**src/rtl/imem_access_ctrl.sv**
```systemverilog
// Instruction-memory arbiter: shares one synchronous-read RAM between fetch and a byte-serial loader.
// Latency: fetch read data returns one cycle after the address; a loaded word is written one cycle after its last byte.
// Backpressure: the loader is throttled by ld_byte_ready_o (low outside LOAD); fetch holds its address under stall.
module imem_access_ctrl #(
  parameter int ADDR_W = 11,
  parameter int DATA_W = 32,
  parameter logic [DATA_W-1:0] NOP_WORD = '0
) (
  input  logic              clock_i,
  input  logic              reset_i,
  input  logic [ADDR_W-1:0] fetch_pc_i,
  input  logic              fetch_stall_i,
  output logic [DATA_W-1:0] fetch_inst_o,
  output logic              fetch_valid_o,
  output logic              cpu_run_o,
  input  logic              ld_start_i,
  input  logic [ADDR_W-1:0] ld_base_i,
  input  logic [ADDR_W:0]   ld_len_i,
  input  logic [7:0]        ld_byte_i,
  input  logic              ld_byte_valid_i,
  output logic              ld_byte_ready_o,
  output logic              ld_busy_o,
  output logic              ld_done_o,
  output logic [ADDR_W-1:0] mem_addr_o,
  output logic              mem_we_o,
  output logic [DATA_W-1:0] mem_wdata_o,
  input  logic [DATA_W-1:0] mem_rdata_i
);

  localparam int BYTES = DATA_W / 8;
  localparam int BC_W  = $clog2(BYTES);
  // Largest legal load length: the whole memory.
  localparam logic [ADDR_W:0] MAX_LEN = {1'b1, {ADDR_W{1'b0}}};

  typedef enum logic [1:0] {
    ST_RUN   = 2'd0,
    ST_LOAD  = 2'd1,
    ST_WRITE = 2'd2,
    ST_DONE  = 2'd3
  } state_t;

  state_t              state_q, state_d;
  logic [ADDR_W-1:0]   held_addr_q, held_addr_d;
  logic                fetch_valid_q, fetch_valid_d;
  logic                cpu_run_q, cpu_run_d;
  logic                ld_busy_q, ld_busy_d;
  logic [ADDR_W-1:0]   base_q, base_d;
  logic [ADDR_W:0]     len_q, len_d;
  logic [ADDR_W:0]     word_cnt_q, word_cnt_d;
  logic [BC_W-1:0]     byte_cnt_q, byte_cnt_d;
  logic [DATA_W-1:0]   asm_q, asm_d;

  logic [ADDR_W-1:0]   rd_addr;
  logic [ADDR_W-1:0]   wr_addr;
  logic [ADDR_W:0]     word_cnt_inc;

  // Stalled fetch re-reads the previous address so the returned word stays stable.
  assign rd_addr      = fetch_stall_i ? held_addr_q : fetch_pc_i;
  // Address arithmetic is naturally modulo the memory depth.
  assign wr_addr      = base_q + word_cnt_q[ADDR_W-1:0];
  assign word_cnt_inc = word_cnt_q + (ADDR_W+1)'(1);

  assign fetch_inst_o  = fetch_valid_q ? mem_rdata_i : NOP_WORD;
  assign fetch_valid_o = fetch_valid_q;
  assign cpu_run_o     = cpu_run_q;
  assign ld_busy_o     = ld_busy_q;

  // State and datapath registers; reset drops any partially assembled word.
  always_ff @(posedge clock_i) begin
    if (reset_i) begin
      state_q       <= ST_RUN;
      held_addr_q   <= '0;
      fetch_valid_q <= 1'b0;
      cpu_run_q     <= 1'b1;
      ld_busy_q     <= 1'b0;
      base_q        <= '0;
      len_q         <= '0;
      word_cnt_q    <= '0;
      byte_cnt_q    <= '0;
      asm_q         <= '0;
    end else begin
      state_q       <= state_d;
      held_addr_q   <= held_addr_d;
      fetch_valid_q <= fetch_valid_d;
      cpu_run_q     <= cpu_run_d;
      ld_busy_q     <= ld_busy_d;
      base_q        <= base_d;
      len_q         <= len_d;
      word_cnt_q    <= word_cnt_d;
      byte_cnt_q    <= byte_cnt_d;
      asm_q         <= asm_d;
    end
  end

  // Next-state and memory-port control for the run/load sequencer.
  always_comb begin
    state_d         = state_q;
    held_addr_d     = held_addr_q;
    fetch_valid_d   = fetch_valid_q;
    cpu_run_d       = cpu_run_q;
    ld_busy_d       = ld_busy_q;
    base_d          = base_q;
    len_d           = len_q;
    word_cnt_d      = word_cnt_q;
    byte_cnt_d      = byte_cnt_q;
    asm_d           = asm_q;
    mem_addr_o      = held_addr_q;
    mem_we_o        = 1'b0;
    mem_wdata_o     = '0;
    ld_byte_ready_o = 1'b0;
    ld_done_o       = 1'b0;

    case (state_q)
      ST_RUN: begin
        mem_addr_o    = rd_addr;
        held_addr_d   = rd_addr;
        fetch_valid_d = 1'b1;
        // A load request takes priority over any stall; the pipeline is frozen anyway.
        if (ld_start_i) begin
          base_d        = ld_base_i;
          len_d         = (ld_len_i > MAX_LEN) ? MAX_LEN : ld_len_i;
          word_cnt_d    = '0;
          byte_cnt_d    = '0;
          cpu_run_d     = 1'b0;
          fetch_valid_d = 1'b0;
          ld_busy_d     = 1'b1;
          state_d       = (ld_len_i == '0) ? ST_DONE : ST_LOAD;
        end
      end

      ST_LOAD: begin
        ld_byte_ready_o = 1'b1;
        fetch_valid_d   = 1'b0;
        if (ld_byte_valid_i) begin
          // Little-endian assembly: the first byte ends up in the low lane.
          asm_d      = {ld_byte_i, asm_q[DATA_W-1:8]};
          byte_cnt_d = byte_cnt_q + BC_W'(1);
          if (byte_cnt_q == BC_W'(BYTES - 1)) begin
            state_d = ST_WRITE;
          end
        end
      end

      ST_WRITE: begin
        mem_addr_o    = wr_addr;
        mem_we_o      = 1'b1;
        mem_wdata_o   = asm_q;
        fetch_valid_d = 1'b0;
        word_cnt_d    = word_cnt_inc;
        byte_cnt_d    = '0;
        state_d       = (word_cnt_inc == len_q) ? ST_DONE : ST_LOAD;
      end

      ST_DONE: begin
        ld_done_o     = 1'b1;
        fetch_valid_d = 1'b0;
        ld_busy_d     = 1'b0;
        cpu_run_d     = 1'b1;
        state_d       = ST_RUN;
      end

      default: begin
        state_d = ST_RUN;
      end
    endcase
  end

endmodule

```
**config.mk**
```make
export PLATFORM = sky130hd
export DESIGN_NAME = imem_access_ctrl
export DESIGN_NICKNAME = d
export VERILOG_FILES = /design/src/rtl/imem_access_ctrl.sv
export SDC_FILE = /design/constraint.sdc
export NUM_CORES = 1
export LEC_CHECK = 0
export ABC_AREA = 0
export CAP_MARGIN = 5
export CORE_UTILIZATION = 45
export DETAILED_ROUTE_END_ITERATION = 10
export PLACE_DENSITY = 0.89
export SKIP_LAST_GASP = 1
export SYNTH_ARGS = -nofsm -noshare
export SYNTH_HDL_FRONTEND = slang
export SYNTH_SLANG_ARGS = --single-unit
export TNS_END_PERCENT = 1
```
**constraint.sdc**
```tcl
create_clock -name clock_i -period 6.65 [get_ports clock_i]
set_input_delay 0.9975 -clock clock_i [delete_from_list [all_inputs] [get_ports clock_i]]
set_output_delay 0.9975 -clock clock_i [all_outputs]
set_load 0.03 [all_outputs]
```
==> impl_metrics.ini <==
[yosys]
synth_top_area_share_pct = 37.12
synth_commonest_cells = 138 x nand2_1, 85 x dfxtp_1, 83 x a21oi_1
synth_ff_type = dfxtp_1
synth_edf_count = 0
yosysMostFrequentCell = nand2_1
synthArstFlopShare_pct = 0
postSynthCellCount = 609
syn_area_sq_um = 4584
yosys_warnings = 0
syn-num-nets = 702
synth_seq_cells = 85
syn_area_per_cell_sq_um = 7.528
synth_area_leaders = dfxtp_1 37%, nand2_1 11%, a21oi_1 9.1%
yosys.cell_types.count = 54
synth.largest_area_cell = dfxtp_1
seq_area_frac_synth_pct = 37.12

[routing]
ant_nets = 0
drtIter0Drc = 393
detail_route.wl_per_cell_microns = 15.38
avgViaCountPerCell = 5.495
num_vias = 4808
drt-total-wl_mm = 13.46
dr.pass1.iters = 5
drc = 0

[clock_network]
cts.sinks = 85
clock_latency_ps = 350
htree_levels = 3
ctsResizeCount = 0
clkSlewWorstSetupHoldPaths_ps = 80
cts_tree = built
post_cts.repair.setup_buffers = 0
clockBufferDepth = 2
cts_root_buf = clkbuf_8
cts_buffers = 9
hold_buffers = 0

[floorplan]
rows = 36
die_y_microns = 102.9
ios = 160
start_util_pct = 46.69
die-area_sq_um = 10600
die_w_microns = 102.9
core_area_sq_um = 9819

[setup_path]
path_class = register to primary output
cp-end-kind = primary output
critPathMaxFanout = 40
arrival_ps = 3700
r2r_setup_slack_ps = 3710
cp-start-kind = register
crit_required_ps = 5650

[grt]
met3_usage_pct = 5.492
grt_max_degree = 87
met1_usage_pct = 29.73
grt_pass1_wl_mm = 20.60
overflow = 0
top_usage_layer = met2
grt_pass1_vias = 4306
groute.layer.met2.usage_pct = 42.72
antenna_found_initial = 0
grt_usage_pct = 25.02

[sta]
fin_skew_ps = 8.224
worst_slew_pin_slew_ps = 1232
max_freq_mhz = 213.1
setup_viol = 0
min_period_ps = 4693
hold_ws_ps = 455.6
hold_viol_final = 0
relSlewSlack_pct = 17.21
slew_violations = 0
rsz0062_at_grt = false
fin_crit_sh_pct = 70.57
tns_ps = 0

[final_layout]
area_delta_synth_final_pct = 38.35
drive_above_1_share_pct = 3.504
instances_no_fill = 875
nNetsFinal = 831
seqCellArea_sq_um = 1702
fillers = 829
multi_input_area_sq_um = 2669
n_antenna_cell = 0

[power]
power_leakage_uw = 0.002442
pwr_density_cell_nw_per_um2 = 171.7
peakVddDrop_uv = 99.82

[place]
hpwl_mm = 9.750
port_buffers = 159
dp.cells = 860
gp_congestion = 0.8994

[job]
cap_violations = 0

[hold_path]
hold_path_class = register to register

[run_status]
run_status = finished, final reports clean
## per-layer routing
| metal | share of wire [%] | up-vias | routed length [microns] |
|---|---|---|---|
| met1 | 41 | 2194 | 5556 |
| met2 | 48 | 224 | 6419 |
| met3 | 8.0 | 37 | 1072 |
| met5 | 0 | - | 0 |
| li1 | - | 2353 | - |
| met4 | 3.0 | 0 | 408 |
## final timing paths
kind	end	from	cells past startpoint
worst max register to register	word_cnt_q[6]$_SDFFE_PP0P_	state_q[0]$_SDFFE_PP0P_	6
worst max-delay path	mem_addr_o[8]	state_q[0]$_SDFFE_PP0P_	5
worst min register to register	asm_q[7]$_SDFFE_PP0P_	asm_q[7]$_SDFFE_PP0P_	2
worst min-delay path	asm_q[7]$_SDFFE_PP0P_	asm_q[7]$_SDFFE_PP0P_	2
## logic make-up after synthesis
| group | Yosys count | share of synthesized area, % |
|---|---|---|
| DFF | 85 | 37.12 |
| AOI/OAI and AO/OA | 142 | 18.20 |
| xor gates and xnor gates | 26 | 4.967 |
| adders and majority gates | 14 | 3.985 |
| buffers and inverters | 50 | 4.667 |
| muxes | 1 | 0.2456 |
| and+or+nand+nor | 291 | 30.81 |
## per-stage QoR
stage	utilization (%)	cell area (sq um)	setup WS [ps]	power, uW
detailed placement	62.82	6168	2076	753.9
finish	64.59	6342	1957	1089
global route	64.59	6342	1704	1134
global placement	62.82	6168	2227	748.3
floorplan	-	4584	3131	655.5
CTS	64.59	6342	2029	1093
## cell type report
cell class / count / share of cell area [%]
clock buffer: 13 / 2.190
timing repair buffer: 162 / 25.37
multi-input combinational: 474 / 42.08
clock inverter: 2 / 0.5524
tap: 133 / 2.624
sequential: 85 / 26.83
inverter: 6 / 0.3551
## power breakdown
group          switching (uW)  internal (uW)  total [uW]
registers                15.2            524         540
logic                     108           95.7         204
clock network             174            172         346
total                     297            792        1090
## layout by cell type, fill, tap and decap left out, types with 2 or more instances in the layout
cell type	instances
a21o_1	4
a21oi_1	83
a311oi_1	2
clkbuf_8	9
and3_1	35
nor4_1	7
and3_4	3
nor2_1	31
xor2_1	13
nand4_1	4
xnor2_1	13
and2_1	33
dfxtp_1	85
inv_1	5
ha_1	13
buf_4	3
nand3_1	9
nand2b_1	4
o211ai_1	5
a31oi_1	4
or3_1	2
clkdlybuf4s50_1	158
o22ai_1	2
clkbuf_1	4
a22oi_1	11
a211oi_1	2
nand3b_1	8
o21ai_0	15
nor3_1	10
nand2_1	138
## critical path: stages (launching register included)
cell             delay [ps]
dfxtp_1                 730
inv_2                   420
nand2_1                 680
inv_1                   390
a221oi_1                380
clkdlybuf4s50_1         730
## state kept, by name, indices dropped and copies added (netlist names)
| signal | count |
|---|---|
| byte_cnt_q | 2 |
| ld_busy_o | 1 |
| state_q | 2 |
| cpu_run_o | 1 |
| held_addr_q | 11 |
| asm_q | 32 |
| word_cnt_q | 12 |
| fetch_valid_o | 1 |
| len_q | 12 |
| base_q | 11 |
No activity file was read; power rests on OpenSTA's default activity.
==> variant: new RTL, same settings <==
The 4 states of `state_t` get a Gray code encoding in 2 bits.
--- a/src/rtl/imem_access_ctrl.sv
+++ b/src/rtl/imem_access_ctrl.sv
@@ -33,10 +33,10 @@
   localparam logic [ADDR_W:0] MAX_LEN = {1'b1, {ADDR_W{1'b0}}};
 
   typedef enum logic [1:0] {
-    ST_RUN   = 2'd0,
-    ST_LOAD  = 2'd1,
-    ST_WRITE = 2'd2,
-    ST_DONE  = 2'd3
+    ST_RUN   = 2'b00,
+    ST_LOAD  = 2'b01,
+    ST_WRITE = 2'b11,
+    ST_DONE  = 2'b10
   } state_t;
 
   state_t              state_q, state_d;
Function: same outputs for any inputs over 10 cycles, from zero or initial values and one cycle with reset_i high; not proved beyond that.
==> variant against the original RTL <==
Wire length grew 12%. Synthesized cell count grew 10%. Setup slack gained 0.33 ns. Cell area grew 10%. Sequential cell count is the same. Core utilization shrank 1.1 points. Synthesized area grew 12%. Critical path type is now input port to primary output. Highest routed layer unchanged.
Power is not compared: it rests on default switching activity, and its combinational part moved more than twofold at a synthesized area within 25%.
==> variant: results (changes against the original RTL) <==
metric,value,unit,change
cp_slowest_cell,clkdlybuf4s50_1,,
synth_adder_area_share,4.30,%,+0.31 points
cts-root-buf,clkbuf_16,,
drtIter0Drc,471,,+20%
status,completed,,
fin_nets,890,,+7.1%
vias,5152,,+7.2%
grt_pass1_wl,23300,µm,+13%
timing.critical_path.to,mem_addr_o[0],,
layout-drive-gt1-share,4.88,%,+1.4 points
grt_use_met2,42.5,%,-0.22 points
use_met1,30.8,%,+1.1 points
synth.distinct_cells,63,,+17%
routabilityCongestion,1.01,,+12%
synthMuxAreaShare,1.20,%,+0.95 points
first_global_vias,4636,,+7.7%
cts.reportedPaths.clkPinSlew,0.06,ns,-0.02 ns
synth-compound-area-share,21.6,%,+3.4 points
hold_end,asm_q[1]$_SDFFE_PP0P_,,
clk_latency,0.33,ns,-0.02 ns
grt_max_degree,56,,-36%
dp_hpwl,10800,µm,+11%
period_needed,4.36,ns,-0.331 ns
grt_usage,25.4,%,+0.40 points
final_cells,939,,+7.3%
fin_skew,0.00586,ns,-0.00236 ns
use_met3,5.92,%,+0.43 points
yosys-top-cells-area,"dfxtp_1, nand2_1, a21oi_1",,
rrSetupSlack,3.85,ns,+0.14 ns
worst-r2r-cell-count,8,,+2
wl_per_cell,16.0,µm,+4.3%
avgSynthCellArea,7.62,µm²,+1.3%
place_ws,2.31,ns,+0.233 ns
variant: cell types whose count changed after synthesis, moves of 5 or more:
cell / delta
a21o_1: +7
a22o_1: +8
and2_1: +34
and3_1: -34
inv_1: +5
mux2i_1: +5
nand2_1: -11
nor3_1: +5
o21ai_0: +9
variant: through the flow:
stage / hold slack, ns / area, µm² / util (%)
2_1_floorplan: 0.432 / 5120 / -
3_3_place_gp: 0.437 / 6650 / 60.6
6_report: 0.450 / 6970 / 63.5
3_5_place_dp: 0.442 / 6650 / 60.6
4_1_cts: 0.451 / 6970 / 63.5
5_1_grt: 0.474 / 6970 / 63.5
variant: cell type report:
type,count,area share [%]
clock inverter,7,1.40
tap,140,2.51
clock buffer,9,3.23
timing repair buffer,162,23.1
multi-input combinational,525,44.8
sequential,85,24.4
inverter,11,0.592
variant: routing by layer:
layer	wire, µm	up-vias
met1	6060	2330
met5	0	-
met4	575	0
met3	1300	33
li1	-	2559
met2	7120	230
